### config.mk
export PLATFORM = sky130hd
export DESIGN_NAME = block_lock_ctrl_rx_flat
export DESIGN_NICKNAME = d
export VERILOG_FILES = /design/src/rtl/block_lock_ctrl_rx_if.sv /design/src/rtl/block_lock_ctrl_rx.sv /design/src/flat_wrapper.sv
export SDC_FILE = /design/constraint.sdc
export NUM_CORES = 1
export LEC_CHECK = 0
export BUFFER_PORTS_ARGS = -buffer_cell sky130_fd_sc_hd__buf_2
export CORE_MARGIN = 4
export CORE_UTILIZATION = 25
export DETAILED_ROUTE_END_ITERATION = 8
export GPL_TIMING_DRIVEN = 0
export PLACE_DENSITY_LB_ADDON = 0.05
export SYNTH_ARGS = -nofsm -noshare
export SYNTH_HDL_FRONTEND = slang
export SYNTH_SLANG_ARGS = --single-unit
### constraint.sdc
create_clock -name clk -period 2.3 [get_ports clk]
set_clock_uncertainty 0.2 [all_clocks]
set_input_delay 0.23 -clock clk [delete_from_list [all_inputs] [get_ports clk]]
set_output_delay 0.23 -clock clk [all_outputs]
set_load 0.05 [all_outputs]
### src/rtl/block_lock_ctrl_rx_if.sv
// Block-lock controller bus: rx gearbox side (valid/head/data in, slip back)
// and descrambler side (registered valid/head/data, lock and slip count).
interface block_lock_ctrl_rx_if #(
  parameter int DATA_W = 64
);
  logic              valid_i;
  logic [1:0]        head_i;
  logic [DATA_W-1:0] data_i;
  logic              slip_o;
  logic              lock_o;
  logic              valid_o;
  logic [1:0]        head_o;
  logic [DATA_W-1:0] data_o;
  logic [7:0]        slip_cnt_o;

  // Gearbox/test driver side.
  modport master (
    output valid_i, head_i, data_i,
    input  slip_o, lock_o, valid_o, head_o, data_o, slip_cnt_o
  );

  // Lock controller side.
  modport slave (
    input  valid_i, head_i, data_i,
    output slip_o, lock_o, valid_o, head_o, data_o, slip_cnt_o
  );
endinterface

### src/rtl/block_lock_ctrl_rx.sv
// Rx block-lock controller for the 64b/66b path. Tests sync headers over
// fixed windows, requests one-bit gearbox slips on bad headers, asserts lock
// after a clean window, and registers the block towards the descrambler.
module block_lock_ctrl_rx #(
  parameter int DATA_W       = 64,
  parameter int SH_CNT_MAX   = 64,
  parameter int SH_INVLD_MAX = 16,
  parameter int SLIP_WAIT    = 4
) (
  input logic                clk,
  input logic                nreset,
  block_lock_ctrl_rx_if.slave bus
);

  localparam int SH_W   = $clog2(SH_CNT_MAX + 1);
  localparam int INV_W  = $clog2(SH_INVLD_MAX + 1);
  localparam int WAIT_W = $clog2(SLIP_WAIT + 1);

  localparam logic [SH_W-1:0]   CNT_END   = SH_W'(SH_CNT_MAX);
  localparam logic [INV_W-1:0]  INV_END   = INV_W'(SH_INVLD_MAX);
  localparam logic [WAIT_W-1:0] WAIT_INIT = WAIT_W'(SLIP_WAIT);

  // Lock FSM states.
  localparam logic [0:0] ST_TEST = 1'b0;
  localparam logic [0:0] ST_SLIP = 1'b1;

  logic [0:0]        state;
  logic [SH_W-1:0]   sh_cnt;
  logic [INV_W-1:0]  invld_cnt;
  logic [WAIT_W-1:0] wait_cnt;
  logic              lock;
  logic              slip;
  logic [7:0]        slip_cnt;
  logic              valid_q;
  logic [1:0]        head_q;
  logic [DATA_W-1:0] data_q;

  logic              sh_ok;
  logic [SH_W-1:0]   cn;
  logic [INV_W-1:0]  in_n;

  // A header is valid only when its two bits differ (01 or 10).
  assign sh_ok = bus.head_i[1] ^ bus.head_i[0];
  assign cn    = sh_cnt + SH_W'(1);
  assign in_n  = invld_cnt + INV_W'(1);

  // Lock FSM: header window counting, slip requests and slip hold-off.
  always_ff @(posedge clk) begin
    if (!nreset) begin
      state     <= ST_TEST;
      sh_cnt    <= '0;
      invld_cnt <= '0;
      wait_cnt  <= '0;
      lock      <= 1'b0;
      slip      <= 1'b0;
      slip_cnt  <= '0;
    end else begin
      // NOTE: non-blocking assignments let every decision below see the
      // pre-edge lock/counters, which the datapath's valid gating relies on.
      slip <= 1'b0;
      case (state)
        ST_TEST: begin
          if (bus.valid_i) begin
            if (sh_ok) begin
              if (cn == CNT_END) begin
                sh_cnt    <= '0;
                invld_cnt <= '0;
                if (invld_cnt == '0) lock <= 1'b1;
              end else begin
                sh_cnt <= cn;
              end
            end else if (!lock || in_n == INV_END) begin
              state     <= ST_SLIP;
              lock      <= 1'b0;
              slip      <= 1'b1;
              sh_cnt    <= '0;
              invld_cnt <= '0;
              wait_cnt  <= WAIT_INIT;
              if (slip_cnt != 8'hff) slip_cnt <= slip_cnt + 8'd1;
            end else if (cn == CNT_END) begin
              // Window closes with tolerable errors: keep lock, start fresh.
              sh_cnt    <= '0;
              invld_cnt <= '0;
            end else begin
              sh_cnt    <= cn;
              invld_cnt <= in_n;
            end
          end
        end
        ST_SLIP: begin
          // Give the gearbox SLIP_WAIT cycles to settle; headers ignored.
          if (wait_cnt <= WAIT_W'(1)) begin
            state    <= ST_TEST;
            wait_cnt <= '0;
          end else begin
            wait_cnt <= wait_cnt - WAIT_W'(1);
          end
        end
        default: state <= ST_TEST;
      endcase
    end
  end

  // Datapath register: capture block on valid, qualify with previous lock.
  always_ff @(posedge clk) begin
    if (!nreset) begin
      valid_q <= 1'b0;
      head_q  <= '0;
      data_q  <= '0;
    end else begin
      valid_q <= bus.valid_i & lock;
      if (bus.valid_i) begin
        head_q <= bus.head_i;
        data_q <= bus.data_i;
      end
    end
  end

  assign bus.slip_o     = slip;
  assign bus.lock_o     = lock;
  assign bus.valid_o    = valid_q;
  assign bus.head_o     = head_q;
  assign bus.data_o     = data_q;
  assign bus.slip_cnt_o = slip_cnt;

endmodule

### src/flat_wrapper.sv
// flat-port wrapper written by rule: the top's interface ports become plain ports
module block_lock_ctrl_rx_flat 
#(
  parameter int DATA_W       = 64,
  parameter int SH_CNT_MAX   = 64,
  parameter int SH_INVLD_MAX = 16,
  parameter int SLIP_WAIT    = 4
)
  (clk, nreset, bus_valid_i, bus_head_i, bus_data_i, bus_slip_o, bus_lock_o, bus_valid_o, bus_head_o, bus_data_o, bus_slip_cnt_o);
  block_lock_ctrl_rx_if #(.DATA_W(DATA_W)) bus_i ();
  input logic clk;
  input logic nreset;
  input wire logic [$bits(bus_i.valid_i)-1:0] bus_valid_i;
  input wire logic [$bits(bus_i.head_i)-1:0] bus_head_i;
  input wire logic [$bits(bus_i.data_i)-1:0] bus_data_i;
  output wire logic [$bits(bus_i.slip_o)-1:0] bus_slip_o;
  output wire logic [$bits(bus_i.lock_o)-1:0] bus_lock_o;
  output wire logic [$bits(bus_i.valid_o)-1:0] bus_valid_o;
  output wire logic [$bits(bus_i.head_o)-1:0] bus_head_o;
  output wire logic [$bits(bus_i.data_o)-1:0] bus_data_o;
  output wire logic [$bits(bus_i.slip_cnt_o)-1:0] bus_slip_cnt_o;
  assign bus_i.valid_i = bus_valid_i;
  assign bus_i.head_i = bus_head_i;
  assign bus_i.data_i = bus_data_i;
  assign bus_slip_o = bus_i.slip_o;
  assign bus_lock_o = bus_i.lock_o;
  assign bus_valid_o = bus_i.valid_o;
  assign bus_head_o = bus_i.head_o;
  assign bus_data_o = bus_i.data_o;
  assign bus_slip_cnt_o = bus_i.slip_cnt_o;
  block_lock_ctrl_rx #(.DATA_W(DATA_W), .SH_CNT_MAX(SH_CNT_MAX), .SH_INVLD_MAX(SH_INVLD_MAX), .SLIP_WAIT(SLIP_WAIT)) u_core (.clk(clk), .nreset(nreset), .bus(bus_i));
endmodule
Yosys cells after proc, flatten, opt, wreduce, memory -nomap -nowiden --
Cells that the tools add are included.
Storage, ports and cells: register bits 93, output and inout port bits 77, input bits 69, logic and storage cells 59
Operators by class: bitwise operators 5, muxes and demuxes 21, $lt $le $gt $ge 1, reduce and logical (&&, ||, !) cells 10, add/sub/neg operators 4, equal/unequal tests 8
Operators by type and width (number):
- two-way mux 7 bit | 3
- two-way mux 5 bit | 4
- two-way mux 3 bit | 4
- AND reduction 5 bit | 2
- adder 8 x 1 -> 8 bit, second input constant | 1
- two-way mux 1 bit | 8
- != test 2 bit, second input constant | 4
- != test 8 bit, second input constant | 1
- adder 7 x 1 -> 7 bit, second input constant | 1
- equality test 7 bit, second input constant | 1
- one-hot mux 3 bit (2 select lines) | 1
- AND reduction 3 bit | 2
- adder 5 x 1 -> 5 bit, second input constant | 1
- equality test 5 bit, second input constant | 1
- zero test 5 bit | 1
- less-or-equal comparator 3 x 1 -> 1 bit, second input constant | 1
- NOT 1 bit | 3
- subtractor 3 x 1 -> 3 bit, second input constant | 1
- != test 2 x 1 -> 1 bit, second input constant | 1
- one-hot mux 1 bit (2 select lines) | 1
- AND reduction 2 bit | 1
- nonzero test 2 bit | 1
- OR reduction 2 bit | 1
- AND 1 bit | 1
- 3 further kinds | 3

Depth between registers and ports, before layout --
Gate-level depths: netlist (run 1).
word-level depth 7, depth in mapped cells 7, gate-level depth less buffers 6

Worst setup path after synthesis (run 1) --
No wires, ideal clock.
path type flip-flop to flip-flop, start reg u_core.slip_cnt[2] (netlist: u_core.bus.slip_cnt_o[2]), end reg u_core.slip_cnt[6] (netlist: u_core.bus.slip_cnt_o[6]), path slack 0.269 ns, arrival time 1.715 ns, data required time 1.985 ns, path buffers 0, stages on the path, launching flop included 5, cell sequence dfxtp_1 and3_1 nand3_1 or4_1 and3_1
Between the ends: longest elaborated chain between the ends 2, elaborated cells on any way between the ends 3, those cells by class 1 x add/sub; 1 x eq/ne; 1 x reduce/logical
Ends and longest elaborated chain:
- start: declaration | RTL line block_lock_ctrl_rx.sv:33 | logic [7:0] slip_cnt;
- start signal: assignment | RTL line block_lock_ctrl_rx.sv:79 | if (slip_cnt != 8'hff) slip_cnt <= slip_cnt + 8'd1;
- parallel branches: the longest is 2 deep, another holds adder 8 x 1 -> 8 bit
Parallel ways; which one is timed is not known. A chain may end at the register's enable or synchronous reset.

Final worst setup path (run 1) --
start reg u_core.invld_cnt[1], end reg u_core.slip_cnt[5] (netlist: u_core.bus.slip_cnt_o[5])
Between the ends: longest elaborated chain between the ends 4
Ends and longest elaborated chain:
- start: declaration | RTL line block_lock_ctrl_rx.sv:29 | logic [INV_W-1:0] invld_cnt;
- start signal: assignment | RTL line block_lock_ctrl_rx.sv:86 | invld_cnt <= in_n;
- adder 5 x 1 -> 5 bit | RTL line block_lock_ctrl_rx.sv:45 | assign in_n = invld_cnt + INV_W'(1);
- equality test 5 bit | RTL line block_lock_ctrl_rx.sv:72 | end else if (!lock || in_n == INV_END) begin
- logical OR 1 bit | RTL line block_lock_ctrl_rx.sv:72
- AND reduction 5 bit (no source line)
No other way between the ends.

==> results.md, run 1 <==
- The root buffer cell is sky130_fd_sc_hd__clkbuf_16.
- The average vias per placed instance is 4.280.
- VDD sags by at most 0.4104 mV.
- The detailed router placed 3587 vias in this run.
- The final layout contains routed wiring with a total length of 11.34 mm.
- The total area of sequential cells is 1862 um2.
- The number of enable flip-flop cells after synthesis is 0.
- The longest clock path from root to sink contains 2 buffers.
- Global routing finished with a remaining overflow of 0.
- The number of filler cells placed in the layout is 1640.
- Across all setup checks in the final design, the least slack found is 299.9 ps.
- The TritonCTS sink count is 93.
- The count of hold-fix buffers inserted at cts is 64.
- The core occupancy in the finished layout is 37.74%.
- The number of violations reported at the end of detailed-routing iteration 0 is 105.
- The slew of the pin with the lowest slew margin is 733.5 ps.
- The routed wire length per instance is 13.53 um.
- The nature of the critical path startpoint is a flip-flop.
- Once the floorplan was initialized, standard cells occupied 25.46% of the core.
- The via count of the first global-routing pass is 3639.
- Sequential cells were found to cover 46.04% of the synthesized design area.
- The number of nets still failing antenna checks after routing is 0.
- The minimum setup slack after placement is 306.5 ps.
- The count of TritonRoute iterations in the first routing pass is 4.
- The reported max-cap violation count is 0.
- The synthesis-to-finish area growth is 48.24%.
- The final cell area excluding filler cells is 5995 um2.
- The data arrival at the endpoint of the critical path is 2050 ps.
- The total die area is 18270 um2.
- The worst path in the final design needs a cycle of 2000 ps, including I/O delays and setup.
- The cell type with the highest aggregate area in the netlist is sky130_fd_sc_hd__dfxtp_1.
- The design draws 4.052 mW.
- The net switching power is 1.172 mW.
- In the final design database the tool counted 692 nets.
- 146 I/O pins were placed.
- The share of the clock period used by the worst path is 86.96%.
- The most frequent cell after synthesis is sky130_fd_sc_hd__dfxtp_1.
- The number of antenna violations at the first check in global routing is 0.
- Dividing total power by cell area gives a power density of 675.9 nW/um2.
- In the synthesized netlist the dominant register cell turns out to be sky130_fd_sc_hd__dfxtp_1.
- The post-synthesis instance area is 4044 um2.
- Summed over all nets, the half-perimeter wirelength after detailed placement is 8.107 mm.
- The switching fraction of total power is 28.92%.
- The final weighted congestion in routability-driven placement is 0.7458.
- The setup path with the least slack is of type reg -> reg.
- In this run the core area contains 46 standard-cell rows.
- Of the post-synthesis cell area, the dominant cell type holds 46.04%.
- At the worst endpoint, the required time is 2350 ps.
- The height of the die is 135.2 um.
- Counting instances in the post-synthesis netlist gives the leading cell types as sky130_fd_sc_hd__dfxtp_1 (93), sky130_fd_sc_hd__mux2i_1 (72), sky130_fd_sc_hd__nor2b_1 (68), sky130_fd_sc_hd__nand2_1 (24), sky130_fd_sc_hd__clkbuf_1 (13).
- The number of gates resized after CTS is 0.
- The count of port buffers added during placement is 144.
- After synthesis, the mean cell area works out to 10.16 um2.
- The floorplan step set the die width to 135.2 um.
- The post-route netlist has 29.10% of its cells at a drive strength greater than 1.
- In the post-synthesis netlist, the biggest area contributors are sky130_fd_sc_hd__dfxtp_1 (46%), sky130_fd_sc_hd__mux2i_1 (18%), sky130_fd_sc_hd__nor2b_1 (11%), sky130_fd_sc_hd__nand2_1 (2.2%), sky130_fd_sc_hd__ha_1 (1.9%).
- The power share of the clock group is 39.3%.
- In the synthesized netlist the async set-or-reset flop fraction comes to 0%.
- After clock tree synthesis, the clock-pin slew on the worst setup and hold paths is 70 ps.
- Entering global routing, the biggest net connects 17 pins.
- The number of distinct standard cells referenced by the synthesized netlist is 49.
- After detailed routing, the number of remaining DRC violations is 0.
- The number of clock buffers added by TritonCTS is 9.
- The standard cell core area is 15890 um2.
- The post-CTS repair timing setup buffer count is 0.
- The first global-routing pass estimated 18.51 mm of wire.
- The endpoint kind of the worst setup timing path is a flip-flop.
- In the synthesized netlist, the number of instances is 398.
- The standby leakage power is 2.762 nW.
- In this run, synthesis produced a sequential element count of 93.
- The area taken by multi-input logic gates is 2054 um2.
- CTS built an H-tree with a depth of 3.
- The cell-internal power is 2.880 mW.
- The number of nets in the synthesized netlist is 473.
- The Yosys step of the flow raised 0 warnings.
- For the final routed database, the setup TNS stands at 0 ps.
- Based on the critical path, the design can be clocked at up to 0.5000 GHz.
- The clock reaches the later pin of the worst-skew pair after 340 ps.
- The placed instances occupy a cell area of 5035 um2.
- Measured against its own limit, the worst slew margin works out to 51.10%.
- Setup repair after global routing left no endpoint under its margin.
- The count of inserted antenna diode cells is 0.
- For this run, the total global-route usage over all layers was measured as 12.71%.
- The run finished with clean final reports.
- The number of setup violations in the final report is 0.
- The maximum fanout along the worst path is 6.
- The final hold violation count was 0.
- The type of the most critical hold path is in -> reg.
- TritonCTS built the clock tree.
- The count of final max-slew check failures came to 0.
- The part of the power in combinational logic is 18.0%.
- Per report_power, the sequential group accounts for 42.7% of the total.
[flip-flops by register name, summed over array words and instances (netlist names)]
signal / cells
u_core.bus.data_o: 64
u_core.bus.valid_o: 1
u_core.bus.slip_cnt_o: 8
u_core.invld_cnt: 5
u_core.bus.lock_o: 1
u_core.sh_cnt: 7
u_core.wait_cnt: 3
u_core.state: 1
u_core.bus.slip_o: 1
u_core.bus.head_o: 2
[final cells by class]
type	instances	share of cell area, %
Tap cell	216	4.508
Multi-Input combinational cell	274	34.27
Sequential cell	93	31.06
Inverter	9	0.5636
Buffer	22	1.565
Timing Repair Buffer	208	22.71
Clock inverter	5	1.106
Clock buffer	11	4.216
[routing by layer]
layer	vias to the layer above	track usage, %	share of wire, %
met5	-	0	0
met4	0	3.359	1.2
met3	8	5.423	6.9
met2	82	20.46	49
met1	1676	15.68	43
li1	1821	-	-
[per-stage QoR]
step / hold WS, ps / instances
2_1_floorplan: 199.5 / 398
3_3_place_gp: 271.3 / 758
3_5_place_dp: 285.6 / 758
4_1_cts: 9.472 / 838
5_1_grt: 77.51 / 838
6_report: 20.06 / 838
[cells by family after synthesis]
group	share of synthesized area, %
xor+xnor	0.6190
buf+inv	3.156
compound gates	7.209
fa+ha+maj	1.856
flops	46.04
simple gates	22.74
mux	18.38
[worst paths after layout]
check / to / cells after the start / from / slack, ps
min: u_core.bus.head_o[0] / 3 / bus_head_i[0] / 20
max: u_core.bus.slip_cnt_o[5] / 5 / u_core.invld_cnt[1] / 300
max reg2reg: u_core.bus.slip_cnt_o[5] / 5 / u_core.invld_cnt[1] / 300
min reg2reg: u_core.sh_cnt[1] / 2 / u_core.sh_cnt[1] / 300
[layout by cell type (no fill, tap or decap), types with 2 or more instances in the layout]
cell                              n
sky130_fd_sc_hd__o311ai_1         2
sky130_fd_sc_hd__clkbuf_16        9
sky130_fd_sc_hd__o22ai_1          4
sky130_fd_sc_hd__nor2b_1         68
sky130_fd_sc_hd__o21ai_0          2
sky130_fd_sc_hd__nor2_1          10
sky130_fd_sc_hd__nand3_1          7
sky130_fd_sc_hd__a221o_1          3
sky130_fd_sc_hd__nand2_1         24
sky130_fd_sc_hd__nor4_1           2
sky130_fd_sc_hd__nand2b_1         9
sky130_fd_sc_hd__nand4_1          4
sky130_fd_sc_hd__a41o_1           2
sky130_fd_sc_hd__nor3_1           3
sky130_fd_sc_hd__buf_2          153
sky130_fd_sc_hd__mux2i_1         72
sky130_fd_sc_hd__a21oi_1          2
sky130_fd_sc_hd__nor3b_1          2
sky130_fd_sc_hd__mux2_2           2
sky130_fd_sc_hd__and3_1           8
sky130_fd_sc_hd__clkbuf_8         2
sky130_fd_sc_hd__clkbuf_1        13
sky130_fd_sc_hd__a32o_1           2
sky130_fd_sc_hd__dfxtp_1         93
sky130_fd_sc_hd__ha_1             6
sky130_fd_sc_hd__dlygate4sd3_1   64
sky130_fd_sc_hd__and4b_1          2
sky130_fd_sc_hd__o21ai_1          3
sky130_fd_sc_hd__or4_1            2
sky130_fd_sc_hd__and2_1           2
sky130_fd_sc_hd__inv_1            9
sky130_fd_sc_hd__nor4b_1          2
sky130_fd_sc_hd__a21boi_1         6
sky130_fd_sc_hd__o31ai_1          4
sky130_fd_sc_hd__o21ai_2          2
[worst max-delay path, cell delays in order, from the launching register on]
cell and delay [ps]:
sky130_fd_sc_hd__dfxtp_1 370, sky130_fd_sc_hd__and2_4 180, sky130_fd_sc_hd__mux2_2 350, sky130_fd_sc_hd__o21ai_2 300, sky130_fd_sc_hd__nand2_1 230, sky130_fd_sc_hd__o31ai_1 280
[power by group through the flow]
stage / registers (mW) / logic, mW / clock network (mW)
3_3_place_gp: 1.77 / 0.651 / 0
3_5_place_dp: 1.77 / 0.653 / 0
4_1_cts: 1.73 / 0.740 / 1.66
6_report: 1.73 / 0.731 / 1.59
2_1_floorplan: 2.01 / 0.209 / 0
5_1_grt: 1.74 / 0.787 / 1.72
Power figures use the tool's default switching activity.
==> run 2, diff against run 1 <==
CORE_MARGIN = default   (was 4)
==> run 2 against run 1 <==
Effect of this change:
- combinational power about the same
- worst setup slack improved by 47 ps
- die area decreased by 8.7%
- final area increased by 0.42%
- clock power increased by 7%
- first-iteration DRC count decreased by 34%
- sequential share of layout area decreased by 0.13 points
- critical path depth unchanged
- non-clock buffer count unchanged
==> results.md, run 2 (same netlist as run 1, synthesis figures left out) <==
- The number of antenna violations at the first check in global routing came to 0 (unchanged).
- The number of setup violations in the final report was 0 (unchanged).
- The TritonCTS sink count is 93 (unchanged).
- The clock slew at the register clock pins of the worst setup and hold paths is 70 ps (about the same).
- The clock tree from TritonCTS is yes (unchanged).
- Result of the run: complete, no violations (unchanged).
- The remaining max-slew budget at the tightest pin is 54.60% (was 51.10%).
- The count of inserted antenna diode cells is 0 (unchanged).
- The floorplan die width is 129.2 um (was 135.2 um).
- The height of the die is 129.2 um (was 135.2 um).
- The via count of the first global-routing pass is 3579 (was 3639).
- The endpoint kind of the worst setup timing path is a flip-flop (unchanged).
- The residual overflow from global routing is 0 (unchanged).
- The count of cells along the worst register-to-register path is 5 (unchanged).
- The number of nets in the final layout is 692 (unchanged).
- The capture instance of the worst register-to-register path is u_core.invld_cnt[4] (was u_core.bus.slip_cnt_o[5]).
- The area taken by multi-input logic gates is 2054 um2 (unchanged).
- The post-CTS repair timing setup buffer count is 0 (unchanged).
- The wire length reported by the detailed router came to 10.75 mm (was 11.34 mm).
- The number of violations reported at the end of detailed-routing iteration 0 is 69 (was 105).
- The startpoint of the worst-slack reg-to-reg timing path is u_core.sh_cnt[3] (was u_core.invld_cnt[1]).
- The slew of the pin with the lowest slew margin is 681.0 ps (was 733.5 ps).
- The share of post-route cells with drive strength above 1 is 29.10% (unchanged).
- Cell-by-cell trace of the critical path: nor4b_2, mux2i_1, nor2_4, o21ai_2, a221o_1 (was and2_4, mux2_2, o21ai_2, nand2_1, o31ai_1).
- The pin count of the biggest net entering global routing was 16 (was 17).
- The number of buffers and inverters on the critical path came to 0 (unchanged).
- The post-layout instance count excluding filler cells is 838 (unchanged).
- The total via count after detailed routing came to 3589 (was 3587).
- The worst endpoint required time is 2330 ps (was 2350 ps).
- The nature of the critical path startpoint is a flip-flop (unchanged).
- The reported max-cap violation count is 0 (unchanged).
- The number of filler cells placed in the layout was 1607 (was 1640).
- The floorplan row count was 46 (unchanged).
- The areal power density over the cells came to 690.4 nW/um2 (was 675.9 nW/um2).
- The startpoint of the worst hold path is bus_head_i[0] (unchanged).
- The number of nets still failing antenna checks after routing was 0 (unchanged).
- The cell family contributing the most delay on the critical path is simple AND/OR/NAND/NOR gates (was compound AO/OA/AOI/OAI gates).
- The routed wire length per instance is 12.82 um (was 13.53 um).
- The type of the most critical hold path is in -> reg (unchanged).
- The starting density of the core is 25.55% (was 25.46%).
- The most common cell after layout, fill and taps aside is sky130_fd_sc_hd__buf_2 (unchanged).
- The number of flip-flops in the largest register was 64 (unchanged).
- The slowest library cell on the worst path was sky130_fd_sc_hd__dfxtp_1 (unchanged).
- The number of cells traversed by the worst hold path is 3 (unchanged).
- The maximum root-to-sink buffer count is 2 (unchanged).
- The maximum level of the CTS H-tree is 3 (unchanged).
- The worst ir drop on vdd is 0.3942 mV (was 0.4104 mV).
- The maximum fanout along the worst path is 8 (was 6).
- The post-layout minimum cycle time is 1953 ps (was 2000 ps).
- The count of port buffers added during placement is 144 (unchanged).
- The kind of critical path is reg -> reg (unchanged).
- The share of the clock period used by the worst path came to 84.90% (was 86.96%).
- The total placed cells including tap cells is 758 (unchanged).
- The start point of the critical path is u_core.sh_cnt[3] (was u_core.invld_cnt[1]).
- The average vias per placed instance is 4.283 (was 4.280).
- The clock latency at the later pin of the worst-skew pair is 340 ps (about the same).
- The data arrival at the endpoint of the critical path is 1980 ps (was 2050 ps).
- The count of final max-slew check failures came to 0 (unchanged).
- The global-route total usage across every layer is 13.65% (was 12.71%).
- The final weighted congestion in routability-driven placement is 0.7543 (was 0.7458).
- The synthesis-to-finish area growth is 48.86% (was 48.24%).
- The boundary pin count came to 146 (unchanged).
- The stage delay of the slowest cell on the critical path is 380 ps (was 370 ps).
- The peak clock frequency supported by timing is 0.5121 GHz (was 0.5000 GHz).
- The HPWL after detailed placement is 7.711 mm (was 8.107 mm).
- The clock buffer count from CTS is 9 (unchanged).
- The total die area is 16690 um2 (was 18270 um2).
- The final hold violation count is 0 (unchanged).
- The reg2reg setup slack came to 350 ps (was 300 ps).
- The global-route wire length before repair came to 17.80 mm (was 18.51 mm).
- The standard cell core area was 15830 um2 (was 15890 um2).
- The hold-critical path endpoint is u_core.bus.head_o[0] (unchanged).
- The root buffer cell was sky130_fd_sc_hd__clkbuf_16 (unchanged).
- The total area of sequential cells is 1862 um2 (unchanged).
- Setup repair after global routing missed its margin: no (unchanged).
- The accumulated negative setup slack is 0 ps (unchanged).
- The standby leakage power is 2.777 nW (was 2.762 nW).
- Commonest non-fill, non-tap cells in the layout: sky130_fd_sc_hd__buf_2 (153), sky130_fd_sc_hd__dfxtp_1 (93), sky130_fd_sc_hd__mux2i_1 (72) (unchanged).
- The DRC violation count after routing came to 0 (unchanged).
- The count of TritonRoute iterations in the first routing pass is 4 (unchanged).
-- run 2: how the worst max path moves through the flow --
stage,end,cells after the start
after floorplan,u_core.bus.slip_cnt_o[6],4
after global placement,u_core.bus.slip_cnt_o[5],5
final,u_core.invld_cnt[4],5
after detailed placement,u_core.bus.slip_cnt_o[5],5
after CTS,u_core.bus.slip_cnt_o[5],5
after global routing,u_core.bus.slip_cnt_o[6],6
-- run 2: area by class of cell --
cell class / count / area share (%)
inverter: 9 / 0.5612
multi-input combinational: 274 / 34.13
buffer: 22 / 1.559
sequential: 93 / 30.93
timing repair buffer: 208 / 22.61
clock buffer: 12 / 4.427
clock inverter: 4 / 1.289
tap: 216 / 4.490
-- run 2: what timing repair did --
| action | 4_1_cts | 5_1_grt |
|---|---|---|
| gates resized for setup | 0 | 0 |
| hold buffers | 64 | 0 |
| endpoints found under the setup margin | 0 | 0 |
| endpoints found under the hold margin | 64 | 0 |
-- run 2: power breakdown --
group / total, mW / internal (mW) / switching (mW)
sequential: 1.73 / 1.69 / 0.0412
clock: 1.70 / 1.05 / 0.649
combinational: 0.729 / 0.276 / 0.453
-- run 2: layer usage --
metal  GRT usage [%]  up-vias  share of wire [%]
li1                -     1828                  -
met1           17.39     1666                 46
met2           21.79       85                 47
met3           3.303       10                5.5
met4           6.228        0                1.4
met5               0        -                  0
-- run 2: worst reg2reg max path, stage by stage (launching register included) --
cell                      delay, ps
sky130_fd_sc_hd__dfxtp_1        380
sky130_fd_sc_hd__nor4b_2        360
sky130_fd_sc_hd__mux2i_1        170
sky130_fd_sc_hd__nor2_4         240
sky130_fd_sc_hd__o21ai_2        150
sky130_fd_sc_hd__a221o_1        350
-- run 2: per-stage QoR --
| stage | area [um2] | setup slack (ps) | power, mW | hold WS [ps] | utilization (%) |
|---|---|---|---|---|---|
| final | 6020 | 347.3 | 4.156 | 21.70 | 38.03 |
| after global routing | 6020 | 165.2 | 4.344 | 46.93 | 38.03 |
| after CTS | 6020 | 341.1 | 4.235 | 8.037 | 38.03 |
| after detailed placement | 5035 | 355.0 | 2.419 | 286.4 | 31.81 |
| after global placement | 5035 | 300.5 | 2.413 | 272.0 | 31.81 |
| after floorplan | 4044 | 269.2 | 2.224 | 199.5 | - |
==> run 3, diff against run 2 <==
clock period = 1.8 ns   (was 2.3 ns; I/O delays follow)
==> run 3 against run 2 <==
Effect of this change:
- the flow now finishes with violations (setup timing)
- global-route usage down 0.15 points
- non-clock buffer count up 13
- worst hold slack improved by 150 ps
- wire length increased by 3.1%
- total power grew 22%
- cell count rose by 1.4%
==> results.md, run 3 (same netlist as run 1, synthesis figures left out) <==
- Result of the run: complete, but fails checks (was complete, no violations).
- The checks that failed: setup timing.
- The maximum fanout along the worst path is 7 (was 8).
- The synthesis-to-finish area growth is 56.16% (was 48.86%).
- The startpoint of the worst-slack reg-to-reg timing path is u_core.invld_cnt[3] (was u_core.sh_cnt[3]).
- The clock slew at the register clock pins of the worst setup and hold paths was 70 ps (about the same).
- The final cell area excluding filler cells is 6315 um2 (was 6020 um2).
- The HPWL after detailed placement is 7.716 mm (was 7.711 mm).
- The number of violations reported at the end of detailed-routing iteration 0 is 109 (was 69).
- The peak clock frequency supported by timing is 0.5329 GHz (was 0.5121 GHz).
- The pin count of the biggest net entering global routing is 15 (was 16).
- The TritonCTS sink count came to 93 (unchanged).
- The number of filler cells placed in the layout is 1610 (was 1607).
- The core occupancy in the finished layout is 39.90% (was 38.03%).
- The post-layout minimum cycle time is 1876 ps (was 1953 ps).
- The routed wire length per instance is 13.03 um (was 12.82 um).
- The count of port buffers added during placement is 144 (unchanged).
- The root buffer cell was sky130_fd_sc_hd__clkbuf_16 (unchanged).
- Setup repair after global routing missed its margin: yes (was no).
- The share of the clock period used by the worst path is 104.2% (was 84.90%).
- The nature of the critical path startpoint is a flip-flop (unchanged).
- The post-layout instance count excluding filler cells is 850 (was 838).
- The residual overflow from global routing is 0 (unchanged).
- The number of nets still failing antenna checks after routing is 0 (unchanged).
- The standard cell core area is 15830 um2 (unchanged).
- The type of the most critical hold path is in -> reg (unchanged).
- The power share of the clock group is 37.7% (was 40.8%).
- The placed instance area is 5055 um2 (was 5035 um2).
- The share of post-route cells with drive strength above 1 was 35.65% (was 29.10%).
- The number of setup violations in the final report is 11 (was 0).
- The most common cell after layout, fill and taps aside is sky130_fd_sc_hd__buf_2 (unchanged).
- The global-route wire length before repair is 17.44 mm (was 17.80 mm).
- The total die area is 16690 um2 (unchanged).
- The clock buffer count from CTS is 9 (unchanged).
- The number of antenna violations at the first check in global routing came to 0 (unchanged).
- The final hold violation count is 0 (unchanged).
- The standby leakage power is 2.856 nW (was 2.777 nW).
- The floorplan die width was 129.2 um (unchanged).
- The count of inserted antenna diode cells was 0 (unchanged).
- The starting density of the core was 25.55% (unchanged).
- The boundary pin count is 146 (unchanged).
- The final weighted congestion in routability-driven placement came to 0.7578 (was 0.7543).
- The maximum level of the CTS H-tree is 3 (unchanged).
- The worst ir drop on vdd is 0.4315 mV (was 0.3942 mV).
- The areal power density over the cells was 802.3 nW/um2 (was 690.4 nW/um2).
- The total placed cells including tap cells came to 758 (unchanged).
- The data arrival at the endpoint of the critical path is 1940 ps (was 1980 ps).
- The height of the die was 129.2 um (unchanged).
- The clock latency at the later pin of the worst-skew pair is 340 ps (about the same).
- The cell-internal power is 3.609 mW (was 3.012 mW).
- The reported max-cap violation count is 0 (unchanged).
- The kind of critical path is reg -> reg (unchanged).
- The wire length reported by the detailed router is 11.08 mm (was 10.75 mm).
- The DRC violation count after routing was 0 (unchanged).
- The net switching power is 1.458 mW (was 1.143 mW).
- The remaining max-slew budget at the tightest pin is 51.25% (was 54.60%).
- The total via count after detailed routing is 3600 (was 3589).
- The portion of total power attributed to sequential cells came to 43.4% (was 41.6%).
- The endpoint kind of the worst setup timing path is a flip-flop (unchanged).
- The clock tree from TritonCTS is yes (unchanged).
- The maximum root-to-sink buffer count is 2 (unchanged).
- The number of cells traversed by the worst hold path came to 4 (was 3).
- The startpoint of the worst hold path is nreset (was bus_head_i[0]).
- The count of TritonRoute iterations in the first routing pass was 4 (unchanged).
- The average vias per placed instance came to 4.235 (was 4.283).
- The global-route total usage across every layer is 13.50% (was 13.65%).
- The via count of the first global-routing pass is 3470 (was 3579).
- The count of final max-slew check failures came to 0 (unchanged).
- The count of cells along the worst register-to-register path came to 5 (unchanged).
- The slew of the pin with the lowest slew margin is 731.2 ps (was 681.0 ps).
- The switching fraction of total power was 28.77% (was 27.51%).
- The floorplan row count came to 46 (unchanged).
- Commonest non-fill, non-tap cells in the layout: sky130_fd_sc_hd__buf_2 (151), sky130_fd_sc_hd__dfxtp_1 (78), sky130_fd_sc_hd__mux2i_1 (70) (was sky130_fd_sc_hd__buf_2 (153), sky130_fd_sc_hd__dfxtp_1 (93), sky130_fd_sc_hd__mux2i_1 (72)).
- The part of the power in combinational logic came to 18.9% (was 17.5%).
- The minimum setup slack after placement is -191.7 ps (was 355.0 ps).
- The number of flip-flops in the largest register is 64 (unchanged).
- The worst endpoint required time was 1870 ps (was 2330 ps).
- The number of nets in the final layout is 705 (was 692).
- The start point of the critical path is u_core.invld_cnt[3] (was u_core.sh_cnt[3]).
- The slack of the critical path is -76.35 ps (was 347.3 ps).
==> run 3: changes by cell type in the layout (fill, tap and decap cells not counted), moves of 3 or more <==
cell | previous run | this run
sky130_fd_sc_hd__buf_6 | 0 | 3
sky130_fd_sc_hd__dfxtp_4 | 0 | 9
sky130_fd_sc_hd__buf_4 | 0 | 9
sky130_fd_sc_hd__dfxtp_2 | 0 | 6
sky130_fd_sc_hd__dfxtp_1 | 93 | 78
==> run 3: layer usage <==
metal  global-route usage (%)  routed length [um]  share of wire [%]  up-vias
li1                         -                   -                  -     1860
met1                    17.01                5067                 46     1652
met2                    21.66                5276                 48       76
met3                    4.253                 602                5.4       12
met4                    4.775                 133                1.2        0
met5                        0                   0                  0        -
==> run 3: cell type report <==
cell class	instances	area [um2]	area share [%]
Multi-Input combinational cell	274	2222	35.19
Sequential cell	93	1903	30.14
Timing Repair Buffer	222	1491	23.62
Clock buffer	13	281.5	4.458
Tap cell	216	270.3	4.280
Buffer	21	98.84	1.565
Inverter	9	33.78	0.5350
Clock inverter	2	13.76	0.2180
==> run 3: worst max-delay path, cell delays in order (launching register included) <==
cell and delay, ps:
sky130_fd_sc_hd__dfxtp_2 360, sky130_fd_sc_hd__nand2b_1 210, sky130_fd_sc_hd__mux2_4 330, sky130_fd_sc_hd__o21ai_4 280, sky130_fd_sc_hd__and3_4 250, sky130_fd_sc_hd__mux2i_1 170
==> run 3: stage by stage <==
step	setup TNS, ps	hold WS (ps)	power [mW]
2_1_floorplan	0	149.5	2.837
4_1_cts	-74.07	143.6	5.146
3_5_place_dp	-2599	247.2	3.084
3_3_place_gp	-2122	235.6	3.076
6_report	-329.9	168.1	5.066
5_1_grt	-1218	181.2	5.308
==> run 3: worst paths after layout <==
| path | to | slack (ps) |
|---|---|---|
| max | u_core.bus.slip_cnt_o[0] | -80 |
| min | u_core.invld_cnt[1] | 170 |
| max reg2reg | u_core.bus.slip_cnt_o[0] | -80 |
| min reg2reg | u_core.bus.slip_cnt_o[4] | 290 |
==> run 3: power by group through the flow <==
stage / registers [mW] / clock network, mW / logic (mW)
after floorplan: 2.57 / 0 / 0.267
after global placement: 2.25 / 0 / 0.827
after detailed placement: 2.25 / 0 / 0.834
after CTS: 2.21 / 1.98 / 0.956
after global routing: 2.21 / 2.07 / 1.03
final: 2.20 / 1.91 / 0.957
==> run 3: what timing repair did <==
item                                   in CTS  in global routing
pin swaps                                   4                  8
resized for setup                          21                 29
setup endpoints to repair                  23                 21
buffers inserted                            6                  6
endpoints found under the hold margin      66                  0
hold buffers                               66                  0
